### src/rtl/key_mode_ctrl_if.sv
// Key-to-LED mode bus: debounced press pulse in, current mode and LED drive out.
interface key_mode_ctrl_if;
    logic       key_flag;
    logic [1:0] mode;
    logic [3:0] led_out;

    modport master (output key_flag, input mode, led_out);
    modport slave  (input key_flag, output mode, led_out);
endinterface

### src/rtl/key_mode_ctrl.sv
// Key-driven 4-mode LED controller (off / on / running light / blink) with a step timer.
// Optional auto-return to OFF after IDLE_MAX idle step ticks when KEY_IDLE_RET_EN is defined.
module key_mode_ctrl #(
    parameter logic [24:0] CNT_MAX  = 25'd24_999_999,
    parameter logic [7:0]  IDLE_MAX = 8'd20
) (
    input logic            sys_clk,
    input logic            sys_rst_n,
    key_mode_ctrl_if.slave bus
);
    localparam int unsigned CNT_W  = 25;
    localparam int unsigned LED_W  = 4;
    localparam int unsigned IDLE_W = 8;

    typedef enum logic [1:0] {
        M_OFF   = 2'd0,
        M_ON    = 2'd1,
        M_FLOW  = 2'd2,
        M_BLINK = 2'd3
    } mode_e;

    mode_e              state_q, state_d;
    logic [LED_W-1:0]   led_q, led_d;
    logic [CNT_W-1:0]   cnt_q, cnt_d;
    logic               step_tick_c;

    function automatic mode_e next_mode(input mode_e m);
        case (m)
            M_OFF:   next_mode = M_ON;
            M_ON:    next_mode = M_FLOW;
            M_FLOW:  next_mode = M_BLINK;
            default: next_mode = M_OFF;
        endcase
    endfunction

    function automatic logic [LED_W-1:0] entry_led(input mode_e m);
        case (m)
            M_ON:    entry_led = 4'b1111;
            M_FLOW:  entry_led = 4'b0001;
            M_BLINK: entry_led = 4'b1111;
            default: entry_led = 4'b0000;
        endcase
    endfunction

    assign step_tick_c = (cnt_q == CNT_MAX);

`ifdef KEY_IDLE_RET_EN
    logic [IDLE_W-1:0] idle_q, idle_d;
    logic              idle_expire_c;

    // Expiry on the IDLE_MAX-th consecutive tick without a press outside OFF
    assign idle_expire_c = step_tick_c && (state_q != M_OFF) &&
                           ((9'({1'b0, idle_q}) + 9'd1) >= 9'({1'b0, IDLE_MAX}));

    always_ff @(posedge sys_clk or negedge sys_rst_n) begin
        if (!sys_rst_n) begin
            idle_q <= '0;
        end else begin
            idle_q <= idle_d;
        end
    end

    always_comb begin
        idle_d = idle_q;
        if (bus.key_flag || (state_q == M_OFF) || idle_expire_c) begin
            idle_d = '0;
        end else if (step_tick_c) begin
            idle_d = idle_q + IDLE_W'(1);
        end
    end
`else
    logic unused_idle_max;
    assign unused_idle_max = ^IDLE_MAX;
`endif

    // State, pattern and step timer registers
    always_ff @(posedge sys_clk or negedge sys_rst_n) begin
        if (!sys_rst_n) begin
            state_q <= M_OFF;
            led_q   <= '0;
            cnt_q   <= '0;
        end else begin
            state_q <= state_d;
            led_q   <= led_d;
            cnt_q   <= cnt_d;
        end
    end

    // Key press beats a coincident step tick; the tick advances the pattern
    always_comb begin
        state_d = state_q;
        led_d   = led_q;
        cnt_d   = cnt_q + CNT_W'(1);

        if (step_tick_c) begin
            cnt_d = '0;
        end

        if (bus.key_flag) begin
            state_d = next_mode(state_q);
            led_d   = entry_led(next_mode(state_q));
            cnt_d   = '0;
        end else if (step_tick_c) begin
            case (state_q)
                M_FLOW:  led_d = {led_q[LED_W-2:0], led_q[LED_W-1]};
                M_BLINK: led_d = ~led_q;
                default: led_d = led_q;
            endcase
`ifdef KEY_IDLE_RET_EN
            if (idle_expire_c) begin
                state_d = M_OFF;
                led_d   = '0;
            end
`endif
        end
    end

    assign bus.mode    = state_q;
    assign bus.led_out = led_q;

endmodule

### src/flat_wrapper.sv
// flat-port wrapper written by rule: the top's interface ports become plain ports
module key_mode_ctrl_flat 
#(
    parameter logic [24:0] CNT_MAX  = 25'd24_999_999,
    parameter logic [7:0]  IDLE_MAX = 8'd20
)
  (sys_clk, sys_rst_n, bus_key_flag, bus_mode, bus_led_out);
  key_mode_ctrl_if bus_i ();
  input logic sys_clk;
  input logic sys_rst_n;
  input wire logic [$bits(bus_i.key_flag)-1:0] bus_key_flag;
  output wire logic [$bits(bus_i.mode)-1:0] bus_mode;
  output wire logic [$bits(bus_i.led_out)-1:0] bus_led_out;
  assign bus_i.key_flag = bus_key_flag;
  assign bus_mode = bus_i.mode;
  assign bus_led_out = bus_i.led_out;
  key_mode_ctrl #(.CNT_MAX(CNT_MAX), .IDLE_MAX(IDLE_MAX)) u_core (.sys_clk(sys_clk), .sys_rst_n(sys_rst_n), .bus(bus_i));
endmodule
### config.mk
export PLATFORM = sky130hd
export DESIGN_NAME = key_mode_ctrl_flat
export DESIGN_NICKNAME = d
export VERILOG_FILES = /design/src/rtl/key_mode_ctrl_if.sv /design/src/rtl/key_mode_ctrl.sv /design/src/flat_wrapper.sv
export SDC_FILE = /design/constraint.sdc
export NUM_CORES = 1
export LEC_CHECK = 0
export BUFFER_PORTS_ARGS = -buffer_cell sky130_fd_sc_hd__buf_2
export CELL_PAD_IN_SITES_DETAIL_PLACEMENT = 1
export CELL_PAD_IN_SITES_GLOBAL_PLACEMENT = 1
export CORE_MARGIN = 2
export CORE_UTILIZATION = 50
export DETAILED_ROUTE_END_ITERATION = 8
export PLACE_DENSITY_LB_ADDON = 0.08
export RECOVER_POWER = 25
export SYNTH_ARGS = -nofsm -noshare
export SYNTH_HDL_FRONTEND = slang
export SYNTH_SLANG_ARGS = --single-unit
### constraint.sdc
create_clock -name sys_clk -period 6.15 [get_ports sys_clk]
set_input_delay 1.23 -clock sys_clk [delete_from_list [all_inputs] [get_ports sys_clk]]
set_output_delay 1.23 -clock sys_clk [all_outputs]
set_load 0.005 [all_outputs]
# Word level (Yosys, flattened, before mapping)
# Index checks and enable logic that the tools add are counted.
# Widths: inputs -> output; s select.
# op_classes
muxes	8
n_reduce_logical	5
bitwise_logic	1
add_sub_neg	1
eq_ne	7
# op_table
op	count
$mux 25	2
$add 25x1->25 const B	1
$eq 25x25->1 const B	1
$pmux 4 s2	2
$eq 2x2->1 const B	4
$mux 4	2
$pmux 2 s3	1
$eq 2x1->1 const B	2
$not 4->4	1
$reduce_bool 3->1	1
$logic_not 2->1	1
$mux 2	1
$reduce_and 2->1	1
$reduce_bool 2->1	1
$reduce_or 2->1	1
# totals
wordCells	25
register_bits	31
out_inout_bits	6
in_bits	3

# Logic depth before layout (Yosys ltp)
# Gate-level depths: netlist of run 1.
# logic_depth
word_depth	7
depth_mapped	7
mapped_depth_nobuf	5

# Worst setup path after synthesis of run 1
# No wires, ideal clock.
# synth_timing
kind	reg-to-reg
startpoint	register u_core.cnt_q[2]
endpoint	register u_core.cnt_q[22]
synth_period_minus_slack_ns	1.965
path_slack_ns	4.185
path_buffers	1
setup_time_ns	0.073
arrival_time_ns	1.892
required_ns	6.077
stages_incl_launch_ff	6
path_cell_list	dfrtp_1 > nand4_4 > or4_4 > buf_6 > or4_4 > a21oi_2
# synth_between
elab_chain_len	3
word_cells_on_any_way	4
cone_classes	add/sub (1); eq/ne (1); mux (2)
# synth_rtl
element	line_no	text
start, declared	key_mode_ctrl.sv:24	logic [CNT_W-1:0] cnt_q, cnt_d;
start signal, assigned	key_mode_ctrl.sv:85	cnt_q <= cnt_d;
$add 25x1->25 or $eq 25x25->1 (tied branches)	key_mode_ctrl.sv:93, key_mode_ctrl.sv:45	
$mux 25 *	key_mode_ctrl.sv:95	if (step_tick_c) begin
$mux 25 *	key_mode_ctrl.sv:99	if (bus.key_flag) begin
via u_core.cnt_d[22]	key_mode_ctrl.sv:24	
# Mark *: on every way through the listed nets, which the timed path passes. The rest lies on a longest branch.
# A chain may end at the register's enable or synchronous reset.

# Final worst setup path of run 1
# layout_timing
startpoint	register u_core.cnt_q[18]
endpoint	register u_core.cnt_q[14]
# layout_between
elab_chain_len	3
# layout_rtl
element	line_no	text
$eq 25x25->1	key_mode_ctrl.sv:45	assign step_tick_c = (cnt_q == CNT_MAX);
$mux 25	key_mode_ctrl.sv:95	
$mux 25	key_mode_ctrl.sv:99	
via u_core.cnt_d[14]	key_mode_ctrl.sv:24	
# The timed path passes the listed nets, and every way through them passes these cells.

==> summary.txt, run 1 <==
Outcome
  • Status: finished with violations
  • Failing checks: max-capacitance violations, max-slew violations

Floorplanning
  • DIE HEIGHT: 62.40 µm
  • Initial Utilization: 51.51%
  • Rows: 21
  • Core Region: 0.003311 mm²
  • Die width: 62.40 µm
  • Die area: 0.003894 mm²
  • I/O pins: 9

Final layout
  • Nets: 191
  • Area growth syn-to-layout: 5.429%
  • Share of cells above drive strength 1: 13.19%
  • ANT cells: 0

Critical path
  • CP top delay family: simple AND/OR/NAND/NOR gates
  • CP Class: reg2reg
  • Critical path data arrival time: 2840 ps
  • Worst r2r src: u_core.cnt_q[18]
  • CP max stage delay: 880 ps
  • Worst Setup Start Kind: flip-flop
  • CP Max Fanout: 25
  • Worst reg2reg endpoint: u_core.cnt_q[14]
  • CP endpoint kind: flip-flop
  • Number of cells on the critical path: 4
  • Flop-to-flop setup slack: 3460 ps
  • Crit path from: u_core.cnt_q[18]
  • Slowest cell on crit path: o21ai_2
  • CP Cell Sequence: nand4_1, or4_1, o21ai_2, a21oi_1
  • Worst path buffer plus inverter count: 0
  • CP endpoint: u_core.cnt_q[14]
  • Critical Path RT: 6310 ps
  • Reg2Reg Depth: 4

Clock network
  • Post-CTS setup buffers: 0
  • Clock buffer depth: 2
  • Clock Sinks: 31
  • Post-cts sizing count: 0
  • CTS tree: yes
  • Clock root cell: clkbuf_4
  • Clk Latency, worst-skew pair: 330 ps
  • # H-tree levels: 2
  • Clock-pin slew on the worst setup and hold paths: 90 ps
  • # hold bufs at CTS: 0
  • CTS Buf Count: 5

Timing
  • Final hold vios: 0
  • Max Freq: 0.3721 GHz
  • RSZ-0062 raised after global routing: false
  • Final Worst Setup Slack: 3463 ps
  • Max Slew Vio Count: 32
  • Final setup TNS: 0 ps
  • Final cycle utilization of the critical path: 43.70%
  • Pin slew with the least headroom to its limit: 1653 ps
  • Tmin final: 2687 ps
  • Clock Skews: 10.36 ps
  • Normalized max-slew margin: -10.22%
  • Endpoints failing setup: 0

Placement
  • Dpl hpwl: 2.826 mm
  • I/O Buffers: 8
  • Final GP Congestion: 0.8620
  • Pre-CTS setup slack: 3458 ps

Yosys
  • Area leader, netlist: dfrtp_1
  • #FFs+latches synth: 31
  • Asr flop ratio synth: 100.0%
  • Average cell area after synthesis: 9.745 µm²
  • Syn nets: 183
  • Ys Warns: 0
  • Synth area leaders: dfrtp_1, xnor2_1, nor2_1
  • Synth Flop Type: dfrtp_1
  • Leading cell type by number of instances after synthesis: dfrtp_1
  • Synth top area share: 45.49%
  • Cell variety after synth: 36
  • Most frequent cells after synthesis: dfrtp_1, nor2_1, a21oi_1
  • Synthesized area: 0.001705 mm²
  • Seq/Total Area, Yosys: 45.49%
  • EDFF count, synth: 0
  • Syn Inst Count: 175

Drt
  • Avg WL per Cell: 17.09 µm
  • DR vias: 1368
  • 1st-iter DRT viols: 86
  • Routed Antenna Nets: 0
  • DRC Markers: 0
  • Drt pass-1 iters: 4
  • Vias/cell: 6.000
  • Wirelength, routed: 3.896 mm

Global route
  • Gr ovfl total: 0
  • Initial antenna violation count: 0
  • Tot GR Track Use: 23.25%
  • Vias in the first global route: 1472
  • Largest net degree at the start of global routing: 32
  • First-pass GRT wire length: 7.079 mm

Power
  • Final Power: 0.4445 mW
  • Max VDD drop: 0.1339 mV
  • Pleak: 0.7013 nW
  • Power Dens Cells: 247.2 mW/mm²

Run
  • Max-cap violations: 1

Min path
  • Tightest Hold Check Type: reg2reg
[metal layers]
metal / vias up / routed length (µm) / share of wire [%] / global-route usage [%]
met2: 10 / 1916 / 49 / 39.92
met1: 692 / 1834 / 47 / 29.13
met4: 0 / 80 / 2.1 / 10.56
li1: 659 / - / - / -
met5: - / 0 / 0 / 0
met3: 7 / 65 / 1.7 / 3.243
[logic make-up after synthesis]
| group | count (synthesis) | share of synthesized area (%) |
|---|---|---|
| flops | 31 | 45.49 |
| xor+xnor | 12 | 6.163 |
| compound gates | 40 | 15.26 |
| fa+ha+maj | 5 | 3.668 |
| simple gates | 69 | 24.06 |
| buf+inv | 17 | 4.769 |
| mux | 1 | 0.5870 |
[worst min-delay path by stage]
stage | from | to | slack (ps) | depth (start not counted)
6_report | u_core.cnt_q[0] | u_core.cnt_q[0] | 530 | 1
5_1_grt | u_core.cnt_q[0] | u_core.cnt_q[0] | 580 | 1
4_1_cts | u_core.cnt_q[0] | u_core.cnt_q[0] | 550 | 1
3_5_place_dp | u_core.cnt_q[0] | u_core.cnt_q[0] | 530 | 1
3_3_place_gp | u_core.cnt_q[0] | u_core.cnt_q[0] | 490 | 1
2_1_floorplan | u_core.cnt_q[0] | u_core.cnt_q[0] | 470 | 1
[cells in the final DEF (no fill, tap or decap), types with 6 or more instances in the layout]
cell      instances
xnor2_1           9
nand3_1          10
nor2_1           17
dfrtp_1          31
nand2_1           8
o21ai_0           9
a21oi_1          12
inv_1            10
buf_2             6
o211ai_1          6
[worst reg2reg max path, stage by stage, from the launching register on]
cell and delay [ps]:
dfrtp_1 440, nand4_1 320, or4_1 730, o21ai_2 880
a21oi_1 140
[state kept, by name, indices dropped and copies added (netlist names)]
register and count:
u_core.cnt_q 25, u_core.bus.led_out 4, u_core.bus.mode 2
[report_power, final]
part / switching, mW / internal [mW] / total, mW
clock network: 0.0645 / 0.0405 / 0.105
logic: 0.0537 / 0.0375 / 0.0913
registers: 0.0248 / 0.223 / 0.248
total: 0.143 / 0.301 / 0.444
[stage by stage]
stage,hold WS (ps),util [%],std cells,cell area [µm²]
finish,533.2,54.31,228,1798
global route,575.4,54.31,228,1798
CTS,547.2,54.38,228,1800
detailed placement,533.8,53.14,222,1759
global placement,491.3,53.14,222,1759
floorplan,474.9,-,175,1705
[area by class of cell]
cell class	count	area, µm²
fill	406	1513
multi-input combinational	127	848.3
sequential	31	775.7
tap	46	57.56
clock buffer	6	41.29
timing repair buffer	8	37.54
inverter	10	37.54
No activity file was read; power rests on OpenSTA's default activity.
==> run 2: changes to the inputs <==
--- a/config.mk
+++ b/config.mk
@@ -9,7 +9,7 @@
 export CELL_PAD_IN_SITES_DETAIL_PLACEMENT = 1
 export CELL_PAD_IN_SITES_GLOBAL_PLACEMENT = 1
 export CORE_MARGIN = 2
-export CORE_UTILIZATION = 50
+export CORE_UTILIZATION = 47
 export DETAILED_ROUTE_END_ITERATION = 8
 export PLACE_DENSITY_LB_ADDON = 0.08
 export RECOVER_POWER = 25
==> constraint.sdc (replaced) <==
create_clock -name sys_clk -period 2.5 [get_ports sys_clk]
set_input_delay 0.5 -clock sys_clk [delete_from_list [all_inputs] [get_ports sys_clk]]
set_output_delay 0.5 -clock sys_clk [all_outputs]
set_load 0.005 [all_outputs]
==> summary.txt, run 2 (synthesis results as in run 1) <==
Clock network
  • CTS Buf Count: 5 (unchanged)
  • # hold bufs at CTS: 0 (unchanged)
  • Clk Latency, worst-skew pair: 360 ps (+30 ps)
  • CTS tree: yes
  • Clock root cell: clkbuf_4
  • Post-CTS setup buffers: 0 (unchanged)
  • Clock Sinks: 31 (unchanged)
  • # H-tree levels: 2 (unchanged)
  • Post-cts sizing count: 0 (unchanged)
  • Clock buffer depth: 2 (unchanged)
  • Clock-pin slew on the worst setup and hold paths: 90 ps (about the same)

Power
  • Max VDD drop: 0.3412 mV (+150%)
  • Power Dens Cells: 636.6 mW/mm² (+160%)
  • Pleak: 0.7320 nW (+4.4%)

Final layout
  • Area growth syn-to-layout: 8.731%
  • Final instance area: 0.001854 mm² (+3.1%)
  • Final cell count without fillers: 232 (+1.8%)
  • Most frequent cells in the layout: dfrtp_1, nor2_1, a21oi_1
  • Leading cell type in the layout, fill and taps excluded: dfrtp_1
  • Max reg flops: 25 (unchanged)
  • Share of cells above drive strength 1: 15.59% (+2.4 points)
  • Largest Register: u_core.cnt_q
  • ANT cells: 0 (unchanged)
  • Nets: 193 (+1.0%)

Critical path
  • Slowest cell on crit path: or4_1
  • CP Cell Sequence: ha_1, nand4_1, or4_1, o311ai_0, o311ai_0
  • Worst path buffer plus inverter count: 0 (unchanged)
  • CP max stage delay: 550 ps (-330 ps)
  • Worst Setup Start Kind: flip-flop
  • Number of cells on the critical path: 5 (+1)
  • CP Class: reg2reg
  • CP Max Fanout: 6 (-76%)
  • CP endpoint kind: flip-flop
  • Critical path data arrival time: 2360 ps (-480 ps)
  • Reg2Reg Depth: 5 (+1)
  • Critical Path RT: 2700 ps (-3610 ps)
  • CP top delay family: simple AND/OR/NAND/NOR gates
  • Top cell by count, worst path: o311ai_0

Drt
  • Wirelength, routed: 3.849 mm (-1.2%)
  • DRC Markers: 0 (unchanged)
  • Vias/cell: 5.944 (-0.93%)
  • DR vias: 1379 (+0.80%)
  • Avg WL per Cell: 16.59 µm (-2.9%)
  • Routed Antenna Nets: 0 (unchanged)
  • 1st-iter DRT viols: 41 (-52%)
  • Drt pass-1 iters: 4 (unchanged)

Run
  • Max-cap violations: 1 (unchanged)

Global route
  • Met1 Usage GRT: 27.77% (-1.4 points)
  • First-pass GRT wire length: 7.003 mm (-1.1%)
  • Global-route layer with the greatest usage: met2
  • Largest net degree at the start of global routing: 32 (unchanged)
  • Tot GR Track Use: 22.47% (-0.78 points)
  • Met3 usage: 5.282% (+2.0 points)
  • Initial antenna violation count: 0 (unchanged)
  • Met2 usage: 36.72% (-3.2 points)
  • Vias in the first global route: 1455 (-1.2%)
  • Gr ovfl total: 0 (unchanged)

Placement
  • Dpl hpwl: 2.830 mm (+0.13%)
  • Cell Area, Placed: 0.001787 mm² (+1.6%)
  • Final GP Congestion: 0.8287 (-3.9%)
  • I/O Buffers: 8 (unchanged)
  • Placed cell count: 224 (+0.90%)

Outcome
  • Failing checks: max-capacitance violations, max-slew violations
  • Status: finished with violations

Timing
  • Pin slew with the least headroom to its limit: 1644 ps (-9.668 ps)
  • Final hold vios: 0 (unchanged)
  • Tmin final: 2157 ps (-530.1 ps)
  • Final cycle utilization of the critical path: 86.29% (+43 points)
  • RSZ-0062 raised after global routing: false
  • Endpoints failing setup: 0 (unchanged)
  • Max Freq: 0.4635 GHz (+25%)
  • Normalized max-slew margin: -9.580% (+0.64 points)
  • Max Slew Vio Count: 32 (unchanged)
  • Clock Skews: 13.05 ps (+2.693 ps)
  • Min Hold Slack: 424.3 ps (-108.8 ps)
  • Final setup TNS: 0 ps (unchanged)

Floorplanning
  • Core Region: 0.003416 mm² (+3.2%)
  • Die width: 64.24 µm (+2.9%)
  • Die area: 0.004126 mm² (+6.0%)
  • I/O pins: 9 (unchanged)
  • DIE HEIGHT: 64.24 µm (+2.9%)
  • Initial Utilization: 49.93% (-1.6 points)
  • Rows: 21 (unchanged)

Min path
  • WHS Path Cells: 2 (+1)
  • Tightest Hold Check Type: in2reg
[run 2: cell types whose count changed in the layout (fill, tap and decap cells not counted)]
cell,change
buf_12,+1
buf_4,+1
clkbuf_8,+2
buf_2,+1
clkbuf_1,-1
[run 2: layer usage]
metal  vias to the layer above  part of all wire, %  wire length [µm]
met3                         8                  2.8               106
met1                       692                   45              1730
met2                        12                   50              1918
li1                        667                    -                 -
met4                         0                  2.4                94
met5                         -                    0                 0
[run 2: path summary, 6_finish.rpt]
| path | from | endpoint | slack, ps |
|---|---|---|---|
| min reg2reg | u_core.cnt_q[0] | u_core.cnt_q[0] | 520 |
| min in group asynchronous | sys_rst_n | u_core.cnt_q[15] | 540 |
| max reg2reg | u_core.cnt_q[0] | u_core.bus.led_out[2] | 340 |
| max | u_core.cnt_q[0] | u_core.bus.led_out[2] | 340 |
| max in group asynchronous | sys_rst_n | u_core.cnt_q[7] | 990 |
| min | bus_key_flag | u_core.bus.mode[1] | 420 |
[run 2: metrics by stage]
step | util [%] | power, mW | setup slack, ps
3_3_place_gp | 52.31 | 0.8297 | 484.3
4_1_cts | 54.32 | 1.199 | 335.0
5_1_grt | 54.29 | 1.261 | 171.9
2_1_floorplan | - | 0.7394 | 535.3
6_report | 54.29 | 1.180 | 342.7
3_5_place_dp | 52.31 | 0.8548 | 351.5
[run 2: layout make-up]
class | count | area (µm²)
Sequential cell | 31 | 775.7
Multi-Input combinational cell | 127 | 848.3
Clock buffer | 8 | 68.82
Inverter | 10 | 37.54
Tap cell | 46 | 57.56
Timing Repair Buffer | 10 | 66.31
Fill cell | 396 | 1562
[run 2: power breakdown]
group          leakage [nW]  total (mW)  switching, mW  internal, mW
Combinational         0.275       0.233          0.136        0.0976
Sequential            0.419       0.604         0.0548         0.549
Clock                0.0386       0.343          0.178         0.165
Total                 0.732        1.18          0.368         0.812
